**src/rtl/common_pkg.sv**
```systemverilog
// Shared types and widths for the CLIC controller and its arbiter.
`default_nettype none

package common_pkg;

  localparam int PrioWidth  = 3;
  localparam int NumSrcDflt = 3;
  localparam int Entries    = NumSrcDflt + 1;
  localparam int IndexWidth = $clog2(Entries);

  typedef logic [IndexWidth-1:0] Index;

  typedef enum logic [0:0] {
    IDLE  = 1'b0,
    OFFER = 1'b1
  } state_e;

endpackage

`default_nettype wire

```
**src/rtl/can_clic.sv**
```systemverilog
// Combinational arbiter: picks the highest entry value, lowest index on ties.
`default_nettype none

module can_clic #(
  parameter int NumEntries = 4,
  parameter int PrioWidth  = 3,
  parameter int IdxWidth   = 2
) (
  input  logic [NumEntries*PrioWidth-1:0] entries_i,
  output logic [IdxWidth-1:0]             win_idx_o,
  output logic [PrioWidth-1:0]            win_prio_o
);

  always_comb begin
    win_idx_o  = '0;
    win_prio_o = entries_i[PrioWidth-1:0];
    for (int i = 1; i < NumEntries; i++) begin
      if (entries_i[i*PrioWidth +: PrioWidth] > win_prio_o) begin
        win_prio_o = entries_i[i*PrioWidth +: PrioWidth];
        win_idx_o  = IdxWidth'(i);
      end
    end
  end

endmodule

`default_nettype wire

```
**src/rtl/clic_ctrl.sv**
```systemverilog
// Edge-triggered interrupt controller with priority threshold and nesting stack.
`default_nettype none

module clic_ctrl #(
  parameter int  NumSources = 3,
  parameter int  PrioWidth  = common_pkg::PrioWidth,
  parameter int  StackDepth = 4,
  localparam int DepthW     = $clog2(StackDepth + 1),
  localparam int IdxW       = common_pkg::IndexWidth
) (
  input  logic                  clk,
  input  logic                  rst_n,
  input  logic [NumSources-1:0] irq_i,
  input  logic                  cfg_we,
  input  logic [IdxW-1:0]       cfg_idx,
  input  logic [PrioWidth-1:0]  cfg_prio,
  input  logic                  cfg_en,
  output logic                  irq_valid,
  output logic [IdxW-1:0]       irq_id,
  input  logic                  irq_ready,
  input  logic                  mret_i,
  output logic [PrioWidth-1:0]  cur_thresh,
  output logic [DepthW-1:0]     depth_o,
  output logic                  err_o
);

  localparam int SpW        = (StackDepth > 1) ? $clog2(StackDepth) : 1;
  localparam int NumEntries = NumSources + 1;

  common_pkg::state_e state_q;

  logic                  valid_q;
  logic [IdxW-1:0]       id_q;
  logic [PrioWidth-1:0]  offer_prio_q;
  logic [PrioWidth-1:0]  thresh_q;
  logic [DepthW-1:0]     depth_q;
  logic                  err_q;
  logic [NumSources-1:0] irq_prev_q;
  logic [NumSources-1:0] pending_q;
  logic [NumSources-1:0] pending_d;
  logic [NumSources-1:0] en_q;
  logic [NumSources-1:0] clr_mask;
  logic [PrioWidth-1:0]  prio_q  [NumSources];
  logic [PrioWidth-1:0]  stack_q [StackDepth];

  logic [NumEntries*PrioWidth-1:0] entries;
  logic [IdxW-1:0]                 win_idx;
  logic [PrioWidth-1:0]            win_prio;
  logic                            take;
  logic                            candidate;
  logic                            has_room;
  logic [SpW-1:0]                  top_ptr;
  logic [SpW-1:0]                  push_ptr;

  assign take      = valid_q & irq_ready;
  assign candidate = win_prio > thresh_q;
  assign has_room  = depth_q < DepthW'(StackDepth);
  assign top_ptr   = SpW'(depth_q - DepthW'(1));
  assign push_ptr  = SpW'(depth_q);

  generate
    for (genvar i = 0; i < NumSources; i++) begin : g_src
      assign entries[i*PrioWidth +: PrioWidth] = (pending_q[i] & en_q[i]) ? prio_q[i] : '0;
      assign clr_mask[i] = take && (id_q == IdxW'(i));
    end
  endgenerate

  // The threshold competes as the last entry so a winner below it never wins strictly.
  assign entries[NumSources*PrioWidth +: PrioWidth] = thresh_q;

  // A new rising edge on the same cycle as the take keeps the source pending.
  assign pending_d = (pending_q & ~clr_mask) | (irq_i & ~irq_prev_q);

  can_clic #(
    .NumEntries (NumEntries),
    .PrioWidth  (PrioWidth),
    .IdxWidth   (IdxW)
  ) u_can_clic (
    .entries_i  (entries),
    .win_idx_o  (win_idx),
    .win_prio_o (win_prio)
  );

  always_ff @(posedge clk or negedge rst_n) begin
    if (!rst_n) begin
      state_q      <= common_pkg::IDLE;
      valid_q      <= 1'b0;
      id_q         <= '0;
      offer_prio_q <= '0;
      thresh_q     <= '0;
      depth_q      <= '0;
      err_q        <= 1'b0;
      irq_prev_q   <= '0;
      pending_q    <= '0;
      en_q         <= '0;
      for (int i = 0; i < NumSources; i++) prio_q[i] <= '0;
      for (int i = 0; i < StackDepth; i++) stack_q[i] <= '0;
    end else begin
      irq_prev_q <= irq_i;
      pending_q  <= pending_d;

      for (int i = 0; i < NumSources; i++) begin
        if (cfg_we && (cfg_idx == IdxW'(i))) begin
          prio_q[i] <= cfg_prio;
          en_q[i]   <= cfg_en;
        end
      end

      case (state_q)
        common_pkg::IDLE: begin
          if (candidate && has_room) begin
            state_q      <= common_pkg::OFFER;
            valid_q      <= 1'b1;
            id_q         <= win_idx;
            offer_prio_q <= win_prio;
          end
        end
        common_pkg::OFFER: begin
          if (irq_ready) begin
            state_q <= common_pkg::IDLE;
            valid_q <= 1'b0;
          end
        end
        default: begin
          state_q <= common_pkg::IDLE;
          valid_q <= 1'b0;
        end
      endcase

      // Take and return together overwrite the top slot instead of pop-then-push.
      if (take && mret_i) begin
        if (depth_q != '0) stack_q[top_ptr] <= thresh_q;
        else               err_q            <= 1'b1;
        thresh_q <= offer_prio_q;
      end else if (take) begin
        stack_q[push_ptr] <= thresh_q;
        depth_q           <= depth_q + DepthW'(1);
        thresh_q          <= offer_prio_q;
      end else if (mret_i) begin
        if (depth_q == '0) begin
          err_q <= 1'b1;
        end else begin
          thresh_q <= stack_q[top_ptr];
          depth_q  <= depth_q - DepthW'(1);
        end
      end
    end
  end

  assign irq_valid  = valid_q;
  assign irq_id     = id_q;
  assign cur_thresh = thresh_q;
  assign depth_o    = depth_q;
  assign err_o      = err_q;

endmodule

`default_nettype wire

```
**config.mk**
```make
export PLATFORM = sky130hd
export DESIGN_NAME = clic_ctrl
export DESIGN_NICKNAME = d
export VERILOG_FILES = /design/src/rtl/common_pkg.sv /design/src/rtl/can_clic.sv /design/src/rtl/clic_ctrl.sv
export SDC_FILE = /design/constraint.sdc
export NUM_CORES = 1
export LEC_CHECK = 0
export CELL_PAD_IN_SITES_DETAIL_PLACEMENT = 1
export CELL_PAD_IN_SITES_GLOBAL_PLACEMENT = 2
export CORE_MARGIN = 1
export CORE_UTILIZATION = 42
export CTS_BUF_LIST = sky130_fd_sc_hd__clkbuf_4 sky130_fd_sc_hd__clkbuf_8
export CTS_CLUSTER_DIAMETER = 40
export DETAILED_ROUTE_END_ITERATION = 7
export PLACE_DENSITY_LB_ADDON = 0.2
export SLEW_MARGIN = 10
export SYNTH_ARGS = -nofsm -noshare
export SYNTH_HDL_FRONTEND = slang
export SYNTH_SLANG_ARGS = --single-unit
```
**constraint.sdc**
```tcl
create_clock -name clk -period 7.79 [get_ports clk]
set_input_delay 1.9475 -clock clk [delete_from_list [all_inputs] [get_ports clk]]
set_output_delay 1.9475 -clock clk [all_outputs]
set_load 0.03 [all_outputs]
```
==> flow_summary.rst <==
.. list-table::
   :header-rows: 1

   * - Metric
     - Value
   * - Result of the run
     - finished clean
   * - Tot GR Track Use
     - 0.197
   * - Die Footprint
     - 6150 um2
   * - Overflow after GRT
     - 0
   * - Placement row count
     - 27
   * - Antenna diodes
     - 0
   * - Number of different library cells in the post-synthesis netlist
     - between 40 and 50
   * - Final critical path time including I/O delays and setup
     - 5.51 ns
   * - Proportion of synthesized chip area in sequential cells
     - 0.449
   * - Most frequently used flop master after synthesis
     - sky130_fd_sc_hd__dfrtp_1
   * - Mean instance size in the synthesized netlist
     - 11.3 um2
   * - Number of levels in the clock H-tree
     - 2
   * - Number of flops mapped to enable cells by yosys
     - 0
   * - Maximum resistive drop on vdd
     - between 0.15 and 0.2 mV
   * - Inst Count DP
     - 309
   * - Gp weighted congestion
     - 0.696
   * - Most frequent cells in the layout
     - sky130_fd_sc_hd__dfrtp_1, sky130_fd_sc_hd__mux2_2, sky130_fd_sc_hd__clkdlybuf4s50_1
   * - Standard cell core area
     - around 5600 um2
   * - Static leakage
     - 0.00125 uW
   * - Vertical die dimension
     - 78.4 um
   * - Final core utilization
     - 0.511
   * - Die width
     - 78.4 um
   * - Power per unit of standard cell area
     - 472 nW/um2
   * - First-iteration detailed-routing DRC count
     - between 50 and 60
   * - Count of antenna-violating nets left after detailed routing
     - 0
   * - Unrepaired setup endpoints after global routing
     - false
   * - Max-slew violation count
     - 0
   * - Clock latency of the later-clocked register in the worst-skew pair
     - 0.30 ns
   * - Port Buffers
     - 23
   * - Clock tree from TritonCTS
     - yes
   * - Most common library cell in the layout ignoring fill and taps
     - sky130_fd_sc_hd__dfrtp_1
   * - Initial antenna violation count
     - 0
   * - Hold-fix buffers at CTS
     - 0
   * - Req. time, crit path
     - 7.98 ns
   * - Critical Path End Type
     - register
   * - Final setup violation count
     - 0
   * - Class of the tightest hold or removal check
     - reg2reg
   * - Count of buffers added by post-CTS timing repair for setup
     - 0
   * - Number of cells in the finished layout apart from fillers
     - 317
   * - Pin count of the biggest net entering global routing
     - 45
   * - Total clock sinks
     - 44
   * - TritonCTS buffer count
     - 5
   * - Synthesized flop and latch total
     - 44
   * - Number of buffer and inverter stages on the critical path
     - 1
   * - Number of nets at the end of the flow
     - 278
   * - Global-route wire length before repair
     - a little over 9000 um
   * - Max Cap Viol
     - 0
   * - F_max
     - about 180 MHz
   * - Critical path start-end classification
     - reg2reg
   * - DRC violation count after routing
     - 0
   * - Final period utilization
     - 0.707
   * - Setup clock skew after layout
     - 0.00453 ns
   * - Summed instance area of the synthesized netlist
     - around 2500 um2
   * - Ratio of cells with drive above 1 in the final layout
     - 0.212
   * - Data arrival time of the worst path
     - 5.70 ns
   * - Critical path's largest stage delay
     - ~0.5 ns
   * - Quantity of gates resized following cts
     - 0
   * - Maximum buffer depth of the clock tree
     - 2
   * - Layout Cell Area excl Fill
     - 2850 um2
   * - Worst-path cell with the longest stage delay
     - sky130_fd_sc_hd__or4_4
   * - Wire length after detailed routing
     - 5280 um
   * - Worst slew pin tran
     - 1.01 ns
   * - Endpoints failing hold
     - 0
   * - Worst path top cell family by delay
     - simple AND/OR/NAND/NOR gates
   * - Count of synthesis-stage warnings from yosys
     - 0
   * - Number of instances in the synthesized netlist
     - 217
   * - Area growth from synthesis to layout
     - 16.1%
   * - Number of placed I/O pins
     - 24
   * - Number of iterations in the first detailed-routing pass
     - 4
   * - Worst slew margin
     - 0.327
   * - Critical Path, Cell by Cell
     - nand3_1, ha_1, nand3b_1, a21oi_2, mux2_2, ha_1, nand2_1, o21ai_1, nand2_1, mux2i_1, inv_1, ha_1, a221oi_2, a31o_2, mux2_2, ha_1, nand3_1, o21ai_2, or4_4, or3_1, o221a_2
   * - Async S/R FF share, synth
     - 1.00
   * - Setup TNS Final
     - 0 ns
   * - Post-DR vias/cell
     - between 5 and 6
   * - Detailed placer's ending HPWL
     - 3940 um
   * - Number of global-route vias before repair
     - 1,865
   * - Setup crit start kind
     - register
   * - Drt wl/cell
     - 16.7 um
   * - Most frequent cell on the critical path
     - sky130_fd_sc_hd__ha_1
   * - Buffer type at the clock tree root
     - sky130_fd_sc_hd__clkbuf_8
   * - Total nets after synthesis
     - 251
   * - Worst-path clk slew
     - 0.08 ns
   * - Count of vias placed by the detailed router
     - approximately 1,700
   * - Placed inst area
     - 2750 um2
   * - Initial Util
     - 0.440
   * - Top fanout value on the critical path
     - 8
worst reg2reg max path, stage by stage (launching register included):
cell and delay [ns]:
sky130_fd_sc_hd__dfrtp_1 0.42, sky130_fd_sc_hd__nand3_1 0.14, sky130_fd_sc_hd__ha_1 0.36, sky130_fd_sc_hd__nand3b_1 0.12, sky130_fd_sc_hd__a21oi_2 0.21, sky130_fd_sc_hd__mux2_2 0.37
sky130_fd_sc_hd__ha_1 0.30, sky130_fd_sc_hd__nand2_1 0.06, sky130_fd_sc_hd__o21ai_1 0.19, sky130_fd_sc_hd__nand2_1 0.16, sky130_fd_sc_hd__mux2i_1 0.29, sky130_fd_sc_hd__inv_1 0.08
sky130_fd_sc_hd__ha_1 0.30, sky130_fd_sc_hd__a221oi_2 0.37, sky130_fd_sc_hd__a31o_2 0.25, sky130_fd_sc_hd__mux2_2 0.36, sky130_fd_sc_hd__ha_1 0.28, sky130_fd_sc_hd__nand3_1 0.10
sky130_fd_sc_hd__o21ai_2 0.09, sky130_fd_sc_hd__or4_4 0.50, sky130_fd_sc_hd__or3_1 0.32, sky130_fd_sc_hd__o221a_2 0.12
worst paths after layout:
check / startpoint / end / slack, ns / cells past startpoint
max in group asynchronous: rst_n / irq_prev_q[2]$_DFF_PN0_ / 5.35 / 1
min in group asynchronous: rst_n / depth_o[1]$_DFFE_PN0P_ / 1.80 / 1
setup reg to reg: pending_q[0]$_DFF_PN0_ / offer_prio_q[1]$_DFFE_PN0P_ / 2.28 / 21
hold reg to reg: irq_prev_q[2]$_DFF_PN0_ / pending_q[2]$_DFF_PN0_ / 0.42 / 1
setup / recovery: pending_q[0]$_DFF_PN0_ / offer_prio_q[1]$_DFFE_PN0P_ / 2.28 / 21
hold / removal: irq_prev_q[2]$_DFF_PN0_ / pending_q[2]$_DFF_PN0_ / 0.42 / 1
where the power goes:
| group | internal [uW] | total (uW) | leakage, uW | switching (uW) |
|---|---|---|---|---|
| sequential | 315 | 404 | 0.000514 | 89.6 |
| combinational | 372 | 787 | 0.000690 | 415 |
| clock | 71.8 | 153 | 0.0000434 | 81.4 |
synth_stat cells, drive strengths merged, types with 2 or more instances:
library cell   n  area, um2
o211ai         2       15.0
o21ai          9       48.8
inv           17       63.8
mux2i          5       50.1
nor2          17       71.3
nand2         13       51.3
a22oi          3       37.5
dfrtp         44       1100
ha            20        250
clkbuf         2       7.51
nor2b          2       20.0
and3           4       25.0
mux4           3       67.6
o221a          2       22.5
a21oi         12       67.6
nand3b         3       22.5
nand2b         2       12.5
a31oi          2       12.5
or3            3       18.8
mux2          27        304
nand3         12       60.1
through the flow:
step	hold WS [ns]	total power [uW]	setup slack, ns
floorplan	0.400	1000	2.75
global placement	0.404	1190	2.43
detailed placement	0.420	1200	2.28
CTS	0.432	1370	2.24
global route	0.467	1460	1.83
finish	0.422	1340	2.28
final cells by class:
type                       count  area, um2
clock inverter                 2       15.0
inverter                      17       63.8
sequential                    44       1100
tap                           72       90.1
clock buffer                   6       82.6
timing repair buffer          23        225
fill                         610       2730
multi-input combinational    153       1270
cells by family (layout without fill, tap and decap cells):
family | count (synthesis) | in the layout | synth area share
XOR/XNOR | 1 | 1 | 0.00357
buffers and inverters | 20 | 48 | 0.0337
AND/OR/NAND/NOR | 61 | 61 | 0.136
adder cells (fa/ha/maj) | 20 | 20 | 0.102
flip-flops | 44 | 44 | 0.449
multiplexers | 35 | 35 | 0.172
AO/OA/AOI/OAI | 36 | 36 | 0.105
routing by layer:
| layer | part of all wire | global-route usage |
|---|---|---|
| met1 | 0.43 | 0.228 |
| met2 | 0.53 | 0.361 |
| met3 | 0.025 | 0.0360 |
| met4 | 0.017 | 0.0667 |
| met5 | 0 | 0 |
flip-flops by register name, indices dropped and copies added, names as in the netlist:
name and cells:
stack_q 12, prio_q 9, cur_thresh 3, depth_o 3, en_q 3, irq_prev_q 3
offer_prio_q 3, pending_q 3, irq_id 2, err_o 1, irq_valid 1, state_q 1
Note: power is estimated with default switching activity, not from simulation.
